### src/rtl/ff_write_arbiter.sv
// Round-robin write-port arbiter for a single FF register: registered write enable/data plus an issued-write counter.
// Define ARB_FIXED_PRIO_EN for fixed priority (lowest index wins) instead of round-robin.
module ff_write_arbiter #(
    parameter int NUM_REQ    = 4,
    parameter int DATA_WIDTH = 6,
    parameter int CNT_WIDTH  = 8
) (
    input  logic                          Clk_CI,
    input  logic                          Rst_RI,
    input  logic [NUM_REQ-1:0]            Req_SI,
    input  logic [NUM_REQ*DATA_WIDTH-1:0] Data_DI,
    output logic [NUM_REQ-1:0]            Gnt_SO,
    output logic                          FfWrEn_SO,
    output logic [DATA_WIDTH-1:0]         FfD_DO,
    output logic                          Busy_SO,
    output logic [CNT_WIDTH-1:0]          WrCnt_DO
);

    localparam int PTR_W = (NUM_REQ > 1) ? $clog2(NUM_REQ) : 1;
    localparam logic [PTR_W:0]   NUM_REQ_W = (PTR_W+1)'(NUM_REQ);
    localparam logic [PTR_W-1:0] LAST_IDX  = PTR_W'(NUM_REQ - 1);

    logic [PTR_W-1:0]      ptr_reg, ptr_next;
    logic                  ff_wr_en_reg, ff_wr_en_next;
    logic [DATA_WIDTH-1:0] ff_d_reg, ff_d_next;
    logic                  busy_reg, busy_next;
    logic [CNT_WIDTH-1:0]  wr_cnt_reg, wr_cnt_next;

    logic                  gnt_valid;
    logic [PTR_W-1:0]      gnt_idx;
    logic [PTR_W:0]        rr_sum;
    logic [PTR_W-1:0]      rr_cand;
    logic [DATA_WIDTH-1:0] data_slice [NUM_REQ];

    genvar gi;
    generate
        for (gi = 0; gi < NUM_REQ; gi++) begin : g_slice
            assign data_slice[gi] = Data_DI[gi*DATA_WIDTH +: DATA_WIDTH];
            assign Gnt_SO[gi]     = gnt_valid && (gnt_idx == PTR_W'(gi));
        end
    endgenerate

    // Search upward from ptr_reg with wrap; first asserted request wins.
    // In the fixed-priority build ptr_reg stays 0, so this degenerates to lowest-index-first.
    always_comb begin
        gnt_valid = 1'b0;
        gnt_idx   = '0;
        rr_sum    = '0;
        rr_cand   = '0;
        for (int k = 0; k < NUM_REQ; k++) begin
            rr_sum = {1'b0, ptr_reg} + (PTR_W+1)'(k);
            if (rr_sum >= NUM_REQ_W) begin
                rr_sum = rr_sum - NUM_REQ_W;
            end
            rr_cand = rr_sum[PTR_W-1:0];
            if (!gnt_valid && Req_SI[rr_cand]) begin
                gnt_valid = 1'b1;
                gnt_idx   = rr_cand;
            end
        end
        // No grant may be observed (or acted on) while reset is held.
        if (Rst_RI) begin
            gnt_valid = 1'b0;
        end
    end

    always_comb begin
        ptr_next      = ptr_reg;
        ff_wr_en_next = 1'b0;
        busy_next     = 1'b0;
        ff_d_next     = ff_d_reg;
        wr_cnt_next   = wr_cnt_reg;
        if (gnt_valid) begin
            ptr_next      = (gnt_idx == LAST_IDX) ? '0 : gnt_idx + PTR_W'(1);
            ff_wr_en_next = 1'b1;
            busy_next     = 1'b1;
            ff_d_next     = data_slice[gnt_idx];
            wr_cnt_next   = wr_cnt_reg + CNT_WIDTH'(1);
        end
`ifdef ARB_FIXED_PRIO_EN
        ptr_next = '0;
`else
`endif
    end

    always_ff @(posedge Clk_CI or posedge Rst_RI) begin
        if (Rst_RI) begin
            ptr_reg      <= '0;
            ff_wr_en_reg <= 1'b0;
            ff_d_reg     <= '0;
            busy_reg     <= 1'b0;
            wr_cnt_reg   <= '0;
        end else begin
            ptr_reg      <= ptr_next;
            ff_wr_en_reg <= ff_wr_en_next;
            ff_d_reg     <= ff_d_next;
            busy_reg     <= busy_next;
            wr_cnt_reg   <= wr_cnt_next;
        end
    end

    assign FfWrEn_SO = ff_wr_en_reg;
    assign FfD_DO    = ff_d_reg;
    assign Busy_SO   = busy_reg;
    assign WrCnt_DO  = wr_cnt_reg;

endmodule

### config.mk
export PLATFORM = sky130hd
export DESIGN_NAME = ff_write_arbiter
export DESIGN_NICKNAME = d
export VERILOG_FILES = /design/src/rtl/ff_write_arbiter.sv
export SDC_FILE = /design/constraint.sdc
export NUM_CORES = 1
export LEC_CHECK = 0
export ABC_AREA = 1
export CAP_MARGIN = 5
export CORE_MARGIN = 5
export CORE_UTILIZATION = 47
export DETAILED_ROUTE_END_ITERATION = 8
export PLACE_DENSITY_LB_ADDON = 0.2
export SYNTH_ARGS = -nofsm -noshare
export SYNTH_HDL_FRONTEND = slang
export SYNTH_SLANG_ARGS = --single-unit
### constraint.sdc
create_clock -name Clk_CI -period 3.73 [get_ports Clk_CI]
set_input_delay 1.119 -clock Clk_CI [delete_from_list [all_inputs] [get_ports Clk_CI]]
set_output_delay 1.119 -clock Clk_CI [all_outputs]
set_load 0.1 [all_outputs]
Word level (Yosys, flattened, before mapping)
Index checks and enable logic that the tools add are counted.
{"block": "classes", "n_bitwise": 1, "n_reduce_logical": 11, "n_eq_ne": 3, "addsub": 9, "muxes": 26, "n_lt_le_gt_ge": 9}
{"cell": "two-way mux 2 bit", "count": 9}
{"cell": "binary-select mux 6 bit (select 2 bit)", "count": 1}
{"cell": "greater-or-equal comparator 3 bit (second input constant)", "count": 4}
{"cell": "less-than comparator 2 x 3 -> 1 bit (second input constant)", "count": 4}
{"cell": "two-way mux 6 bit", "count": 2}
{"cell": "two-way mux 1 bit", "count": 10}
{"cell": "adder 8 x 1 -> 8 bit (second input constant)", "count": 1}
{"cell": "binary-select mux 1 bit (select 2 bit)", "count": 4}
{"cell": "subtractor 2 x 1 -> 2 bit (second input constant)", "count": 4}
{"cell": "logical AND 1 bit", "count": 7}
{"cell": "adder 2 x 2 -> 3 bit (second input constant)", "count": 2}
{"cell": "equality test 2 bit (second input constant)", "count": 2}
{"cell": "adder 2 x 1 -> 3 bit (second input constant)", "count": 1}
{"cell": "greater-or-equal comparator 2 x 3 -> 1 bit (second input constant)", "count": 1}
{"cell": "zero test 1 bit", "count": 3}
{"cell": "NOT 2 -> 3 bit", "count": 1}
{"cell": "adder 2 x 1 -> 2 bit (second input constant)", "count": 1}
{"cell": "equality test 2 x 1 -> 1 bit (second input constant)", "count": 1}
{"cell": "zero test 2 bit", "count": 1}
{"block": "word_totals", "regBits": 17, "inputBits": 30}

Longest topological paths before layout
Gate-level depths: netlist of run 1.
{"block": "depth", "depth_word": 18, "ltp_mapped": 16, "mapped_depth_nobuf": 15}

Least setup slack after synthesis of run 1
OpenSTA, ideal clock, no wires.
{"block": "synth_timing", "path_kind": "input port to output port", "from": "input Rst_RI", "to": "output Gnt_SO[0]", "arrival_time_ns": 4.041, "path_slack_ns": -1.430, "required_ns": 2.611, "path_stages": 4, "path_buffers": 1, "cell_sequence": "inv_1 nand2_1 buf_6 nor3_1"}
{"block": "synth_via", "elab_chain_cells": 2}
{"element": "start, declared", "line_no": "9", "text": "input logic Rst_RI,"}
{"element": "two-way mux 1 bit", "line_no": "62", "text": "if (Rst_RI) begin"}
{"element": "logical AND 1 bit", "line_no": "39", "text": "assign Gnt_SO[gi] = gnt_valid && (gnt_idx == PTR_W'(gi));"}
{"element": "end, declared", "line_no": "12", "text": "output logic [NUM_REQ-1:0] Gnt_SO,"}
Every way passes these cells.

Worst setup path after layout of run 1
{"block": "layout_timing", "from": "input Req_SI[3]", "to": "output Gnt_SO[3]"}
{"block": "layout_via", "elab_chain_cells": 14, "elab_cells_between_ends": 25, "classes_between": "1 x eq/ne; 17 x mux; 7 x reduce/logical"}
{"element": "start, declared", "line_no": "10", "text": "input logic [NUM_REQ-1:0] Req_SI,"}
{"element": "binary-select mux 1 bit (select 2 bit)", "line_no": "56", "text": "if (!gnt_valid && Req_SI[rr_cand]) begin"}
{"element": "two-way mux 1 bit (implied by the code)", "line_no": "56"}
{"element": "two-way mux 1 bit", "line_no": "56"}
{"element": "zero test 1 bit", "line_no": "56"}
{"element": "logical AND 1 bit", "line_no": "56"}
{"element": "two-way mux 1 bit", "line_no": "56"}
{"element": "zero test 1 bit", "line_no": "56"}
{"element": "logical AND 1 bit", "line_no": "56"}
{"element": "two-way mux 1 bit", "line_no": "56"}
{"element": "zero test 1 bit", "line_no": "56"}
{"element": "logical AND 1 bit", "line_no": "56"}
{"element": "two-way mux 2 bit / two-way mux 1 bit (equally long branches)", "line_no": "56"}
{"element": "equality test 2 bit / two-way mux 1 bit (equally long branches)", "line_no": "39, 62"}
{"element": "logical AND 1 bit *", "line_no": "39"}
Every way passes the cells marked *; elsewhere a longest branch is shown, timed or not. The select of a mux whose other input is x is not followed.

==> results of run 1 <==
[worst max-delay path, cell delays in order]
cell and delay [ps]:
clkdlybuf4s15_1 220, inv_2 90, nand2_2 60, nand3_2 90, nand2_4 70, nor2_4 150
nand4_1 160, nand3_4 120, inv_4 50, nor3_4 190, buf_12 200
[cells by family (layout without fill, tap and decap cells)]
kind of cell / after synthesis / in the layout / synth area share, %
AO/OA/AOI/OAI: 4 / 4 / 1.786
XOR/XNOR: 7 / 7 / 4.605
adder cells (fa/ha/maj): 1 / 1 / 0.9397
buffers and inverters: 23 / 82 / 10.43
flip-flops: 17 / 17 / 31.96
AND/OR/NAND/NOR: 139 / 139 / 50.28
[final timing paths]
| path | start | to |
|---|---|---|
| min in group asynchronous | Rst_RI | WrCnt_DO[4]$_DFFE_PP0P_ |
| setup reg to reg | ptr_reg[0]$_DFFE_PP0P_ | WrCnt_DO[6]$_DFFE_PP0P_ |
| setup / recovery | Req_SI[3] | Gnt_SO[3] |
| max in group asynchronous | Rst_RI | FfD_DO[5]$_DFFE_PP0P_ |
| hold reg to reg | WrCnt_DO[7]$_DFFE_PP0P_ | WrCnt_DO[7]$_DFFE_PP0P_ |
| hold / removal | WrCnt_DO[7]$_DFFE_PP0P_ | WrCnt_DO[7]$_DFFE_PP0P_ |
[per-layer routing]
metal | global-route usage (%) | vias to the layer above | wire [um]
met5 | 0 | - | 0
met4 | 2.338 | 0 | 9
met3 | 5.506 | 2 | 261
met2 | 29.23 | 44 | 1724
met1 | 21.09 | 620 | 1454
li1 | - | 714 | -
[placed cells by master, fill, tap and decap left out, types with 4 or more instances in the layout]
| cell type | count |
|---|---|
| nand2_1 | 76 |
| buf_4 | 28 |
| nand2_2 | 25 |
| clkdlybuf4s50_1 | 25 |
| dfrtp_1 | 17 |
| nand3_1 | 17 |
| inv_2 | 9 |
| nand2_4 | 5 |
| xnor2_1 | 5 |
| nand3_4 | 4 |
| inv_1 | 4 |
| buf_12 | 4 |
[cell type report]
type                    instances  area, um2
fillers                       218      726.9
inverters                      17      80.08
flip-flops and latches         17      425.4
multi-input cells             151      865.8
repair buffers                 61      570.5
well taps                      31      38.79
clock buffers                   4      26.28
[per-stage QoR]
| stage | worst slack [ps] | setup TNS, ps |
|---|---|---|
| after floorplan | -36.55 | -36.55 |
| after global placement | -232.8 | -801.6 |
| after detailed placement | -286.3 | -1021 |
| after CTS | 0.7712 | 0 |
| after global routing | -5.008 | -5.008 |
| final | 102.6 | 0 |
[repair_timing]
action                                  CTS  global route
gates cloned                              0             0
gates resized for setup                   7            14
pin swaps                                 2             5
buffers inserted                          0             1
endpoints found under the setup margin    4             3
==> impl_metrics.py, run 1 <==
metrics = {
    "status": {
        "status": "finished, final reports clean",
    },
    "placement": {
        "gp_congestion": 0.8418,
        "place_area_mm2": 0.001957,
        "dp_cells": 276,
        "dp_hpwl_um": 2708,
        "port_buffers": 49,
    },
    "floorplanning": {
        "core_mm2": 0.002734,
        "core.rowCount": 19,
        "dieHeight_um": 63.22,
        "chipWidth_um": 63.22,
        "die_area_mm2": 0.003997,
        "start_util_pct": 48.70,
        "top_level_ports": 50,
    },
    "critical_path": {
        "endpoint_kind": "output port",
        "crit_type": "input port to output port",
        "worstPathArrival_ps": 2510,
        "critPathLaunchType": "input port",
        "required_ps": 2610,
        "reg2regPathDepth": 12,
        "reg2reg_slack_ps": 1780,
        "crit_path_max_fanout": 5,
    },
    "drt": {
        "wl_per_cell_um": 12.27,
        "vias_per_cell": 4.911,
        "drc": 0,
        "drt_iter0_markers": 84,
        "firstDrtPassIters": 4,
        "ant_nets": 0,
        "num_vias": 1380,
        "routed_wl_um": 3449,
    },
    "cells_and_area": {
        "final_util_pct": 73.41,
        "syn_to_final_growth_pct": 50.75,
        "largest_reg_flops": 8,
        "diodes": 0,
        "design_area_mm2": 0.002007,
        "instances_no_fill": 281,
        "layout-drive-gt1-share_pct": 37.20,
        "nets": 282,
    },
    "synthesis": {
        "avgSynthCellArea_um2": 6.970,
        "seq_area_frac_synth_pct": 31.95,
        "syn_nets": 222,
        "ys_ff_latch": 17,
        "syn_inst": 191,
        "netlist_area_mm2": 0.001331,
        "synthTopCellsByCount": "nand2_1 (86), nand2_2 (20), nand3_1 (18)",
        "synth_area_leaders": "dfrtp_1 (32%), nand2_1 (24%), nand2_2 (9.4%), nand3_1 (6.8%), inv_1 (3.9%)",
        "async_reset_ff_share_pct": 100.0,
        "yosysTopAreaCell": "dfrtp_1",
        "synth_flop_cell": "dfrtp_1",
        "netlist.area_leader.share_pct": 31.95,
        "synth.distinct_cells": 24,
        "synth.most_common_cell": "nand2_1",
        "synth_edf_count": 0,
        "ys_warn_count": 0,
    },
    "cts": {
        "insertion_delay_ps": 290,
        "cts.sinks": 17,
        "h-tree-depth": 1,
        "clk_path_buf_depth": 2,
        "cts_buffers": 3,
        "cts_hold_buf": 0,
        "cts_root_buffer": "clkbuf_4",
        "clk_pin_slew_ps": 90,
        "cts_tree": "done",
    },
    "grt": {
        "grt_pass1_vias": 1260,
        "grt_pass1_wl_um": 5609,
        "antenna_found_initial": 0,
        "track_usage_pct": 16.96,
        "grt_max_degree": 14,
        "overflow": 0,
    },
    "sta": {
        "setup_viol": 0,
        "period_share_pct": 97.25,
        "slew_headroom_pct": 81.14,
        "period_needed_ps": 3627,
        "holdWs_ps": 484.2,
        "fmax_mhz": 275.7,
        "worstMarginPinSlew_ps": 285.2,
        "fin_skew_ps": 3.844,
        "drv_slew": 0,
        "hold_viol": 0,
    },
    "run": {
        "maxCapViolations": 0,
    },
    "hold_path": {
        "whs_path_depth": 1,
        "hold_path.class": "register to register",
    },
}
Power of run 1 is not shown: default switching activity piles up to over one toggle a cycle in this logic, so the estimate is an artifact.
==> inputs of run 2 (changes only) <==
--- a/config.mk
+++ b/config.mk
@@ -10,6 +10,8 @@
 export CORE_MARGIN = 5
 export CORE_UTILIZATION = 47
 export DETAILED_ROUTE_END_ITERATION = 8
+export HOLD_SLACK_MARGIN = 0.08
+export MAX_ROUTING_LAYER = met4
 export PLACE_DENSITY_LB_ADDON = 0.2
 export SYNTH_ARGS = -nofsm -noshare
 export SYNTH_HDL_FRONTEND = slang
==> constraint.sdc (replaced) <==
create_clock -name Clk_CI -period 3.73 [get_ports Clk_CI]
set_input_delay 0.5595 -clock Clk_CI [delete_from_list [all_inputs] [get_ports Clk_CI]]
set_output_delay 0.5595 -clock Clk_CI [all_outputs]
set_load 0.1 [all_outputs]
==> run 2 against run 1 <==
  * Die area is the same
  * Setup slack improved by 640 ps
  * Clock skew is essentially flat
  * Sequential cell count did not move
  * Global-route usage shrank 0.39 points
  * Sequential share of layout area is 1.5 points higher
  * Final cell count is 3.6% lower
  * Maximum frequency up 22%
  * First-iteration DRC count up 33%
  * Via count shrank 6.1%
  * Critical path depth did not move
  * Core utilization fell by 4.8 points
  * Critical path type is now register to output port
  * Highest routed layer unchanged
==> impl_metrics.py, run 2 (same netlist as run 1, synthesis figures left out) <==
metrics = {
    "status": {
        "status": "finished, final reports clean",
    },
    "placement": {
        "port_buffers": 49,
        "gp_congestion": 0.9270,
        "dp_cells": 267,
        "dp_hpwl_um": 2428,
    },
    "drt": {
        "wl_per_cell_um": 11.31,
        "vias_per_cell": 4.782,
        "routed_wl_um": 3065,
        "firstDrtPassIters": 4,
        "num_vias": 1296,
        "drc": 0,
        "ant_nets": 0,
        "drt_iter0_markers": 112,
    },
    "grt": {
        "grt_max_degree": 19,
        "overflow": 0,
        "grt_pass1_wl_um": 5402,
        "track_usage_pct": 16.57,
        "grt_pass1_vias": 1185,
        "antenna_found_initial": 0,
    },
    "sta": {
        "slew_headroom_pct": 33.23,
        "holdWs_ps": 479.5,
        "hold_viol": 0,
        "period_needed_ps": 2985,
        "period_share_pct": 80.02,
        "rsz0062_at_grt": "no",
        "fin_skew_ps": 3.742,
        "fin_setup_tns_ps": 0,
        "setup_viol": 0,
        "fmax_mhz": 335.1,
        "drv_slew": 0,
        "worstMarginPinSlew_ps": 998.5,
    },
    "floorplanning": {
        "core_mm2": 0.002734,
        "start_util_pct": 48.70,
        "chipWidth_um": 63.22,
        "dieHeight_um": 63.22,
        "top_level_ports": 50,
        "die_area_mm2": 0.003997,
        "core.rowCount": 19,
    },
    "cells_and_area": {
        "multiInputGateArea_um2": 777.0,
        "fillers": 248,
        "layout-drive-gt1-share_pct": 17.92,
        "final_common_cell": "nand2_1",
        "largest_reg_flops": 8,
        "diodes": 0,
        "mostFrequentLayoutCells": "nand2_1 (86), clkdlybuf4s50_1 (45), nand2_2 (20), nand3_1 (18), dfrtp_1 (17)",
        "final_util_pct": 68.65,
        "syn_to_final_growth_pct": 40.98,
        "nets": 272,
        "instances_no_fill": 271,
        "seq_area_um2": 425.4,
    },
    "critical_path": {
        "reg2regPathDepth": 11,
        "reg2reg_slack_ps": 1490,
        "required_ps": 3170,
        "critPathLaunchType": "register",
        "rr_endpoint": "WrCnt_DO[6]$_DFFE_PP0P_",
        "cp-endpoint": "Gnt_SO[3]",
        "crit_path_max_fanout": 12,
        "rr_startpoint": "ptr_reg[0]$_DFFE_PP0P_",
        "worstPathArrival_ps": 2430,
        "critPathLaunch": "ptr_reg[0]$_DFFE_PP0P_",
        "endpoint_kind": "output port",
        "crit_type": "register to output port",
    },
    "cts": {
        "clk_pin_slew_ps": 90,
        "clk_path_buf_depth": 2,
        "post_cts_buffers": 0,
        "postCtsResizedCells": 0,
        "insertion_delay_ps": 280,
        "h-tree-depth": 1,
        "cts_tree": "done",
        "cts.sinks": 17,
        "cts_hold_buf": 0,
        "cts_buffers": 3,
        "cts_root_buffer": "clkbuf_4",
    },
    "run": {
        "maxCapViolations": 0,
    },
    "hold_path": {
        "hold_path.class": "register to register",
    },
}
run 2: cell types whose count changed in the layout (fill, tap and decap cells not counted), moves of 5 or more:
cell             previous run  this run
clkdlybuf4s50_1            25        45
nand2_4                     5         0
nand2_2                    25        20
inv_1                       4        14
buf_4                      28         2
inv_2                       9         3
nand2_1                    76        86
run 2: per-stage QoR:
| stage | cell area, um2 | setup WS, ps |
|---|---|---|
| after CTS | 1877 | 734.1 |
| after global placement | 1851 | 787.9 |
| after floorplan | 1341 | 537.7 |
| after detailed placement | 1851 | 774.8 |
| after global routing | 1877 | 484.5 |
| final | 1877 | 745.4 |
run 2: area by class of cell:
type / count / area share, %
clock buffer: 4 / 1.400
inverter: 17 / 3.400
multi-input combinational: 151 / 41.40
sequential: 17 / 22.67
tap: 31 / 2.067
timing repair buffer: 51 / 29.07
run 2: worst min-delay path by stage:
stage | start | endpoint | slack, ps | depth (start not counted)
floorplan | Rst_RI | Busy_SO$_DFF_PP0_ | 500 | 1
global placement | WrCnt_DO[7]$_DFFE_PP0P_ | WrCnt_DO[7]$_DFFE_PP0P_ | 470 | 1
detailed placement | FfD_DO[1]$_DFFE_PP0P_ | FfD_DO[1]$_DFFE_PP0P_ | 470 | 2
CTS | WrCnt_DO[7]$_DFFE_PP0P_ | WrCnt_DO[7]$_DFFE_PP0P_ | 490 | 1
finish | FfD_DO[1]$_DFFE_PP0P_ | FfD_DO[1]$_DFFE_PP0P_ | 480 | 2
global route | FfD_DO[2]$_DFFE_PP0P_ | FfD_DO[2]$_DFFE_PP0P_ | 520 | 2
run 2: layer usage:
metal / GRT usage (%) / vias up / part of all wire [%]
met5: - / - / 0
met3: 3.552 / 6 / 5.7
met1: 22.23 / 559 / 48
met2: 24.36 / 38 / 44
li1: - / 693 / -
met4: 6.494 / 0 / 1.9
run 2: critical path, stage by stage (launching register included):
cell	delay [ps]
dfrtp_1	600
inv_2	180
nand2_2	110
nand2_2	80
nand2_2	70
nand2_2	60
nor2_4	120
nand4_1	120
nand3_2	200
inv_1	180
nor3_2	210
buf_12	210
Power of run 2 is left out for the same reason.
==> inputs of run 3 (changes only) <==
--- a/config.mk
+++ b/config.mk
@@ -8,7 +8,7 @@
 export ABC_AREA = 1
 export CAP_MARGIN = 5
 export CORE_MARGIN = 5
-export CORE_UTILIZATION = 47
+export CORE_UTILIZATION = 40
 export DETAILED_ROUTE_END_ITERATION = 8
 export HOLD_SLACK_MARGIN = 0.08
 export MAX_ROUTING_LAYER = met4
==> constraint.sdc (replaced) <==
create_clock -name Clk_CI -period 2.6 [get_ports Clk_CI]
set_input_delay 0.39 -clock Clk_CI [delete_from_list [all_inputs] [get_ports Clk_CI]]
set_output_delay 0.39 -clock Clk_CI [all_outputs]
set_load 0.1 [all_outputs]
==> run 3 against run 2 <==
  * Clock skew rose by 2.6 ps
  * Sequential cell count did not move
  * Via count up 3.3%
  * Register-to-register slack got worse by 850 ps
  * First-iteration DRC count down 2.7%
  * Final cell count increased by 9.2%
  * Sequential share of layout area fell by 1.0 points
  * Critical path type unchanged
==> impl_metrics.py, run 3 (same netlist as run 1, synthesis figures left out) <==
metrics = {
    "floorplanning": {
        "top_level_ports": 50,
        "dieHeight_um": 67.69,
        "die_area_mm2": 0.004582,
        "start_util_pct": 40.53,
        "core.rowCount": 21,
        "core_mm2": 0.003284,
        "chipWidth_um": 67.69,
    },
    "critical_path": {
        "slowest_delay_ps": 470,
        "cp_top_family": "simple AND/OR/NAND/NOR gates",
        "reg2reg_slack_ps": 640,
        "reg2regPathDepth": 11,
        "crit_path_top_delay_cell": "dfrtp_2",
        "cp_cell_sequence": "buf_6, nand2_2, nand2_2, nand2_2, nand2_2, nor2_4, nand4_1, nand3_4, inv_4, nor3_4, buf_12",
        "endpoint_kind": "output port",
        "critPathLaunchType": "register",
        "crit_buf_inv": 3,
        "worstPathArrival_ps": 2090,
        "rr_endpoint": "WrCnt_DO[7]$_DFFE_PP0P_",
        "crit_type": "register to output port",
        "required_ps": 2210,
        "rr_startpoint": "ptr_reg[0]$_DFFE_PP0P_",
        "crit_path_max_fanout": 7,
        "critical_path.most_common_cell": "nand2_2",
    },
    "cells_and_area": {
        "nets": 282,
        "mostFrequentLayoutCells": "nand2_1 (82), clkdlybuf4s50_1 (29), buf_4 (27), nand2_2 (24), nand3_1 (18)",
        "layout-drive-gt1-share_pct": 30.40,
        "syn_to_final_growth_pct": 48.12,
        "design_area_mm2": 0.001972,
        "largest_reg_flops": 8,
        "diodes": 0,
        "fillers": 317,
        "final_common_cell": "nand2_1",
    },
    "sta": {
        "rsz0062_at_grt": "yes",
        "drv_slew": 0,
        "worstMarginPinSlew_ps": 284.3,
        "fmax_mhz": 402.6,
        "slew_headroom_pct": 81.20,
        "period_needed_ps": 2484,
        "holdWs_ps": 486.8,
        "fin_ws_ps": 116.2,
        "setup_viol": 0,
        "fin_skew_ps": 6.328,
        "period_share_pct": 95.53,
        "hold_viol": 0,
    },
    "drt": {
        "maxUsedRoutingLayer": "met4",
        "ant_nets": 0,
        "vias_per_cell": 4.524,
        "num_vias": 1339,
        "drt_iter0_markers": 109,
        "wl_met1_um": 1566,
        "drc": 0,
        "firstDrtPassIters": 4,
        "wl_per_cell_um": 11.01,
        "dr_wl_met3_um": 251,
        "route.met2.wl_um": 1430,
        "routed_wl_um": 3259,
    },
    "placement": {
        "dp_hpwl_um": 2585,
        "post-place-ws_ps": 170.5,
        "gp_congestion": 0.8416,
        "place_area_mm2": 0.001909,
        "port_buffers": 49,
    },
    "grt": {
        "grt_pass1_vias": 1156,
        "track_usage_pct": 14.93,
        "overflow": 0,
        "grt_pass1_wl_um": 5092,
        "antenna_found_initial": 0,
        "grt_max_degree": 14,
    },
    "cts": {
        "cts.sinks": 17,
        "cts_root_buffer": "clkbuf_4",
        "insertion_delay_ps": 290,
        "clk_path_buf_depth": 2,
        "clk_pin_slew_ps": 100,
        "cts_tree": "done",
        "h-tree-depth": 1,
        "cts_buffers": 3,
    },
    "run": {
        "maxCapViolations": 0,
    },
    "status": {
        "status": "finished, final reports clean",
    },
    "hold_path": {
        "hold_path.class": "input port to async pin",
    },
}
==> run 3: metal layers <==
| layer | up-vias | track usage, % |
|---|---|---|
| li1 | 715 | - |
| met1 | 586 | 20.61 |
| met2 | 36 | 22.24 |
| met3 | 2 | 4.493 |
| met4 | 0 | 1.519 |
| met5 | - | - |
==> run 3: tightest hold or removal path, cell delays in order <==
cell and delay (ps):
clkdlybuf4s50_1 460, inv_1 110, buf_4 170
==> run 3: repair_timing <==
action / CTS / global route
endpoints found under the setup margin: 0 / 3
setup buffers: 0 / 1
hold buffers: 0 / 0
resized for setup: 0 / 10
==> run 3: worst max path at each step <==
stage,cells after the start,to,slack [ps],startpoint
final,11,Gnt_SO[3],120,ptr_reg[0]$_DFFE_PP0P_
after global routing,11,Gnt_SO[3],-40,ptr_reg[0]$_DFFE_PP0P_
after CTS,10,Gnt_SO[3],100,ptr_reg[0]$_DFFE_PP0P_
after detailed placement,12,Gnt_SO[1],170,Req_SI[0]
after global placement,12,Gnt_SO[1],210,Req_SI[0]
after floorplan,9,Gnt_SO[0],100,ptr_reg[0]$_DFFE_PP0P_
==> run 3: cell type report <==
| class | count | area [um2] | area share (%) |
|---|---|---|---|
| clock inverters | 1 | 5.005 | 0.2538 |
| clock buffers | 3 | 22.52 | 1.142 |
| flip-flops and latches | 17 | 426.7 | 21.64 |
| inverters | 17 | 68.82 | 3.490 |
| repair buffers | 61 | 584.3 | 29.63 |
| well taps | 46 | 57.56 | 2.919 |
| multi-input cells | 151 | 807.0 | 40.93 |
==> run 3: through the flow <==
stage,utilization (%),cells,TNS (ps)
after floorplan,-,191,0
after global placement,58.13,291,0
after detailed placement,58.13,291,0
after CTS,58.97,295,0
after global routing,60.04,296,-60.64
final,60.04,296,0
Power of run 3 is left out for the same reason.
